**src/rtl/alarm_timekeeper.sv**
```systemverilog
// rtl/alarm_timekeeper.sv - BCD time-of-day counter with alarm, auto-stop ring timer and optional snooze
// Optional feature macro: SNOOZE_EN (adds SNOOZED state and snooze down-counter).
module alarm_timekeeper #(
  parameter int RING_SECONDS   = 60,
  parameter int SNOOZE_SECONDS = 300
) (
  input  logic       clk,
  input  logic       rst,
  input  logic       tick,
  input  logic       set_time,
  input  logic       set_alarm,
  input  logic [7:0] set_hh,
  input  logic [7:0] set_mm,
  input  logic       alarm_en,
  input  logic       stop,
  input  logic       snooze,
  output logic [7:0] hh,
  output logic [7:0] mm,
  output logic [7:0] ss,
  output logic [7:0] alarm_hh,
  output logic [7:0] alarm_mm,
  output logic       ring
);

  localparam logic [7:0] LP_RING   = 8'(RING_SECONDS);
  localparam logic [9:0] LP_SNOOZE = 10'(SNOOZE_SECONDS);

  typedef enum logic [1:0] {
    S_IDLE    = 2'd0,
    S_RINGING = 2'd1
`ifdef SNOOZE_EN
    ,S_SNOOZED = 2'd2
`endif
  } state_t;

  state_t     r_state;
  state_t     w_state_nxt;
  logic [7:0] r_hh, r_mm, r_ss;
  logic [7:0] r_alarm_hh, r_alarm_mm;
  logic [7:0] r_ring_cnt;
  logic [7:0] w_ring_cnt_nxt;
  logic       w_set_valid;
  logic       w_adv;
  logic       w_match;
  logic [7:0] w_hh_next, w_mm_next, w_ss_next;
`ifdef SNOOZE_EN
  logic [9:0] r_snz_cnt;
  logic [9:0] w_snz_cnt_nxt;
`else
  logic       w_unused;
  assign w_unused = snooze ^ LP_SNOOZE[0];
`endif

  // Digit-wise BCD increment; callers handle the 59/23 rollover.
  function automatic logic [7:0] bcd_inc(input logic [7:0] v);
    if (v[3:0] == 4'd9) bcd_inc = {v[7:4] + 4'd1, 4'd0};
    else                bcd_inc = {v[7:4], v[3:0] + 4'd1};
  endfunction

  always_comb begin
    w_set_valid = ((set_hh[7:4] < 4'd2 && set_hh[3:0] <= 4'd9) ||
                   (set_hh[7:4] == 4'd2 && set_hh[3:0] <= 4'd3)) &&
                  (set_mm[7:4] <= 4'd5) && (set_mm[3:0] <= 4'd9);
  end

  always_comb begin
    w_adv     = tick & ~set_time;
    w_ss_next = (r_ss == 8'h59) ? 8'h00 : bcd_inc(r_ss);
    w_mm_next = r_mm;
    w_hh_next = r_hh;
    if (r_ss == 8'h59) begin
      w_mm_next = (r_mm == 8'h59) ? 8'h00 : bcd_inc(r_mm);
      if (r_mm == 8'h59) w_hh_next = (r_hh == 8'h23) ? 8'h00 : bcd_inc(r_hh);
    end
    // Only a tick-driven arrival at hh:mm:00 fires; stop vetoes a fresh trigger.
    w_match = w_adv && alarm_en && !stop &&
              (w_hh_next == r_alarm_hh) && (w_mm_next == r_alarm_mm) &&
              (w_ss_next == 8'h00);
  end

  always_comb begin
    w_state_nxt    = r_state;
    w_ring_cnt_nxt = r_ring_cnt;
`ifdef SNOOZE_EN
    w_snz_cnt_nxt  = r_snz_cnt;
`endif
    case (r_state)
      S_IDLE: begin
        if (w_match) begin
          w_state_nxt    = S_RINGING;
          w_ring_cnt_nxt = 8'd0;
        end
      end
      S_RINGING: begin
        if (stop) begin
          w_state_nxt    = S_IDLE;
          w_ring_cnt_nxt = 8'd0;
`ifdef SNOOZE_EN
        end else if (snooze) begin
          w_state_nxt   = S_SNOOZED;
          w_snz_cnt_nxt = LP_SNOOZE;
`endif
        end else if (tick) begin
          if (r_ring_cnt + 8'd1 == LP_RING) begin
            w_state_nxt    = S_IDLE;
            w_ring_cnt_nxt = 8'd0;
          end else begin
            w_ring_cnt_nxt = r_ring_cnt + 8'd1;
          end
        end
      end
`ifdef SNOOZE_EN
      S_SNOOZED: begin
        if (stop) begin
          w_state_nxt   = S_IDLE;
          w_snz_cnt_nxt = 10'd0;
        end else if (tick) begin
          if (r_snz_cnt <= 10'd1) begin
            w_state_nxt    = S_RINGING;
            w_ring_cnt_nxt = 8'd0;
            w_snz_cnt_nxt  = 10'd0;
          end else begin
            w_snz_cnt_nxt = r_snz_cnt - 10'd1;
          end
        end
      end
`endif
      default: w_state_nxt = S_IDLE;
    endcase
    if (!alarm_en) w_state_nxt = S_IDLE;
  end

  always_ff @(posedge clk) begin
    if (rst) begin
      r_hh       <= 8'h00;
      r_mm       <= 8'h00;
      r_ss       <= 8'h00;
      r_alarm_hh <= 8'h00;
      r_alarm_mm <= 8'h00;
      r_state    <= S_IDLE;
      r_ring_cnt <= 8'd0;
`ifdef SNOOZE_EN
      r_snz_cnt  <= 10'd0;
`endif
    end else begin
      if (set_time) begin
        if (w_set_valid) begin
          r_hh <= set_hh;
          r_mm <= set_mm;
          r_ss <= 8'h00;
        end
      end else if (tick) begin
        r_hh <= w_hh_next;
        r_mm <= w_mm_next;
        r_ss <= w_ss_next;
      end
      if (set_alarm && w_set_valid) begin
        r_alarm_hh <= set_hh;
        r_alarm_mm <= set_mm;
      end
      r_state    <= w_state_nxt;
      r_ring_cnt <= w_ring_cnt_nxt;
`ifdef SNOOZE_EN
      r_snz_cnt  <= w_snz_cnt_nxt;
`endif
    end
  end

  assign hh       = r_hh;
  assign mm       = r_mm;
  assign ss       = r_ss;
  assign alarm_hh = r_alarm_hh;
  assign alarm_mm = r_alarm_mm;
  assign ring     = (r_state == S_RINGING);

endmodule

```
**config.mk**
```make
export PLATFORM = sky130hd
export DESIGN_NAME = alarm_timekeeper
export DESIGN_NICKNAME = d
export VERILOG_FILES = /design/src/rtl/alarm_timekeeper.sv
export SDC_FILE = /design/constraint.sdc
export NUM_CORES = 1
export LEC_CHECK = 0
export CAP_MARGIN = 20
export CORE_MARGIN = 5
export CORE_UTILIZATION = 58
export DETAILED_ROUTE_END_ITERATION = 10
export DONT_BUFFER_PORTS = 1
export PLACE_DENSITY_LB_ADDON = 0.1
export SYNTH_ARGS = -nofsm -noshare
export SYNTH_HDL_FRONTEND = slang
export SYNTH_SLANG_ARGS = --single-unit
```
**constraint.sdc**
```tcl
create_clock -name clk -period 6.4 [get_ports clk]
set_input_delay 0 -clock clk [delete_from_list [all_inputs] [get_ports clk]]
set_output_delay 0 -clock clk [all_outputs]
set_load 0.005 [all_outputs]
```
==> implementation parameters <==
Parameter                              Value

Clocking
  Clk slew on worst S/H paths    0.09 ns
  Num CTS Buffers    5
  Number of buffers added for setup after CTS    0
  CTS sink count    49
  Clk buf depth    2
  TritonCTS clock tree    yes
  Post-CTS Hold Buffers    20
  Post_cts resized    0
  H-tree depth    2
  Clock Latency Late Sink    0.30 ns
  Clock Tree Root    clkbuf_8

Timing
  Unrepaired setup endpoints after global routing    no
  Worst-case setup margin in the final layout    2.82 ns
  Maximum operating frequency    279 MHz
  Final Hold Fails    0
  Setup TNS Final    0 ns
  Slew Viols, Final    0
  Setup violation total in the final timing report    0
  Clock period minus final worst setup slack    3.58 ns
  Final worst clock skew    0.00871 ns
  Actual slew at the worst max-slew pin    0.997 ns
  Share of the cycle needed by the critical path after routing    0.559
  Remaining max-slew budget at the tightest pin    0.336

Worst setup path
  Logic depth of the worst register-to-register path    9
  Element type at the critical path end    flop
  Worst reg-to-reg setup slack    2.82 ns
  Start-to-end type of the worst setup path    reg2reg
  Critical path launch point type    flop
  Largest delay contributor family on the critical path    simple AND/OR/NAND/NOR gates
  Standard cell with the maximum stage delay on the critical path    nor2b_1
  Number of buffer and inverter instances along the worst setup path    0
  Data arrival time of the critical path    3.78 ns
  Startpoint of the lowest-slack register-to-register path    ss[4]
  Maximum fanout encountered on the critical timing path    10
  Worst endpoint required time    6.60 ns
  Reg2reg end    r_ring_cnt[0]
  Delay of the slowest critical-path stage    0.58 ns
  Critical-path cell list    ha_1 -> nor2b_1 -> nand4_4 -> or4_4 -> a32o_1 -> a2111oi_4 -> nand4_2 -> a21oi_4 -> o31ai_2

Yosys
  Number of distinct library cells after synthesis    70
  Share of flip-flops with an asynchronous set or reset after synthesis    0
  Area contributors post-synth    dfxtp_1, mux2i_1, nor2_1
  Number of synthesis warnings    0
  Number of flops mapped to enable cells by yosys    0
  Cells after synthesis    449
  Synth Area per Inst    7.91 um^2
  Share of Yosys cell area claimed by the top area cell type    0.276
  Biggest area consumer among synthesized cells    dfxtp_1
  Sequential cell area fraction in the yosys report    0.276
  Primary FF master, synth    dfxtp_1
  Synthesized cell area    3550 um^2
  Total of flip-flops plus latches after synthesis    49
  Syn_nets    487

Power and ir drop
  Leakage component of the power    1.34 nW
  Pwr Density    152 nW/um^2
  Sequential Power Share    0.557
  Power Internal    0.000422 W
  Combinational group share of total power    0.133
  Power Total    0.000580 W
  Switching pwr    0.000158 W
  Peak supply drop    0.121 mV
  Switching portion of total power    0.272
  Clock Power Share    0.310

Floorplan
  Effective utilization at floorplan    0.597
  IO Count    65
  Placement Rows    28
  Vertical extent of the die    88.3 um
  Die outline width    88.3 um
  Total die area    7790 um^2
  Core Box Area    5960 um^2

Place
  Pre-CTS WS    2.85 ns
  Gp weighted congestion    0.904
  Port bufs    0
  Post-DP HPWL    7010 um
  Cell area reported after detailed placement    3540 um^2

Global route
  Pin count of the biggest net entering global routing    49
  Initial antenna violation count    0
  Via count of the first global-routing pass    3197
  Global-route wire length before repair    16200 um
  Total congestion overflow after global routing    0
  Overall track demand over capacity in global routing    0.262

Drt
  First-iteration detailed-routing DRC count    216
  Number of vias per cell    6.52
  Router iterations before antenna repair    5
  Residual DRC    0
  Total wire length    10000 um
  Total via count after detailed routing    3435
  Average detailed-routed wire length per instance    19.0 um
  Final ANT Viol Nets    0

Final layout
  Total of fill cells in the finished design    532
  Layout cell share with drive strength beyond 1    0.0509
  Diode count    0
  Final design instance area without fill    3830 um^2
  NumNets Final    489
  Utilization after layout    0.643
  Area growth from synthesis to final layout    7.75%

Job
  Number of maximum-capacitance constraint violations    0

Worst hold path
  Worst hold path endpoint    mm[3]
  Hold crit path type    in2reg
  Worst hold path stage count    3
  Hold path startpoint    set_mm[3]

Status
  Outcome    completed
[worst max path at each step]
stage | from | end | cells past startpoint
3_5_place_dp | ss[4] | r_ring_cnt[0] | 9
4_1_cts | ss[4] | r_ring_cnt[0] | 9
5_1_grt | ss[4] | r_ring_cnt[1] | 9
2_1_floorplan | hh[4] | r_ring_cnt[0] | 11
6_report | ss[4] | r_ring_cnt[0] | 9
3_3_place_gp | ss[4] | r_ring_cnt[0] | 9
[worst min-delay path, cell delays in order]
cell and delay (ns):
nand2b_1 0.12, o211ai_1 0.08, a21oi_1 0.06
[kinds of logic after synthesis]
kind of cell | share of synthesized area
muxes | 0.0680
AOI/OAI and AO/OA | 0.241
adders and majority gates | 0.0493
and+or+nand+nor | 0.275
xor gates and xnor gates | 0.0394
buffers and inverters | 0.0518
DFF | 0.276
[layer usage]
metal | wire (um) | GRT usage | share of wire | up-vias
met3 | 808 | 0.0652 | 0.080 | 10
met5 | 0 | 0 | 0 | -
met2 | 4730 | 0.425 | 0.47 | 131
met1 | 4420 | 0.356 | 0.44 | 1635
met4 | 90 | 0.0508 | 0.0090 | 0
li1 | - | - | - | 1659
[power groups by stage]
stage	clock network [W]	logic (W)	registers [W]
2_1_floorplan	0	0.0000566	0.000324
3_3_place_gp	0	0.0000554	0.000330
3_5_place_dp	0	0.0000563	0.000330
4_1_cts	0.000183	0.0000758	0.000323
5_1_grt	0.000200	0.0000851	0.000325
6_report	0.000180	0.0000769	0.000323
[cell usage after synthesis (all sizes together) (3+ instances only)]
cell type,instances
a22oi,5
and2,7
nand3b,4
xnor2,15
o211ai,7
a2111oi,4
nor2,53
a31oi,3
dfxtp,49
nand4b,3
and3b,4
o31ai,9
and3,8
nand3,18
nand2,40
nor2b,4
or4,3
a211oi,3
nand4,6
clkbuf,15
o311ai,3
nand2b,5
inv,19
o21ai,21
ha,14
nor4,7
o22ai,3
buf,10
a311oi,3
mux2i,23
a21oi,29
a21o,7
or3,5
nor3,11
[through the flow]
step | hold slack, ns | std cells
2_1_floorplan | 0.147 | 449
3_3_place_gp | 0.0780 | 499
3_5_place_dp | 0.0789 | 499
4_1_cts | 0.0000764 | 527
5_1_grt | 0.00664 | 527
6_report | 0.00244 | 527
[sequential cells by signal, summed over array words and instances, names as in the netlist]
name	count
alarm_hh	8
alarm_mm	8
hh	8
mm	8
r_ring_cnt	8
r_state	1
ss	8
[layout by cell type (no fill, tap or decap), drive strengths merged, types with 8 or more instances in the layout]
cell type     n
and3          8
xnor2        15
a21oi        29
ha           14
nand2        40
nand3        18
clkbuf        8
o31ai         9
dlygate4sd3  19
mux2i        23
o21ai        21
dfxtp        49
nor3         11
nor2         53
inv          19
[cell type report]
class | count | area [um^2] | area share
timing repair buffer | 20 | 210 | 0.0549
tap | 75 | 93.8 | 0.0245
multi-input combinational | 355 | 2390 | 0.624
inverter | 20 | 75.1 | 0.0196
sequential | 49 | 981 | 0.256
clock buffer | 8 | 80.1 | 0.0209
No activity file was read; power rests on OpenSTA's default activity.
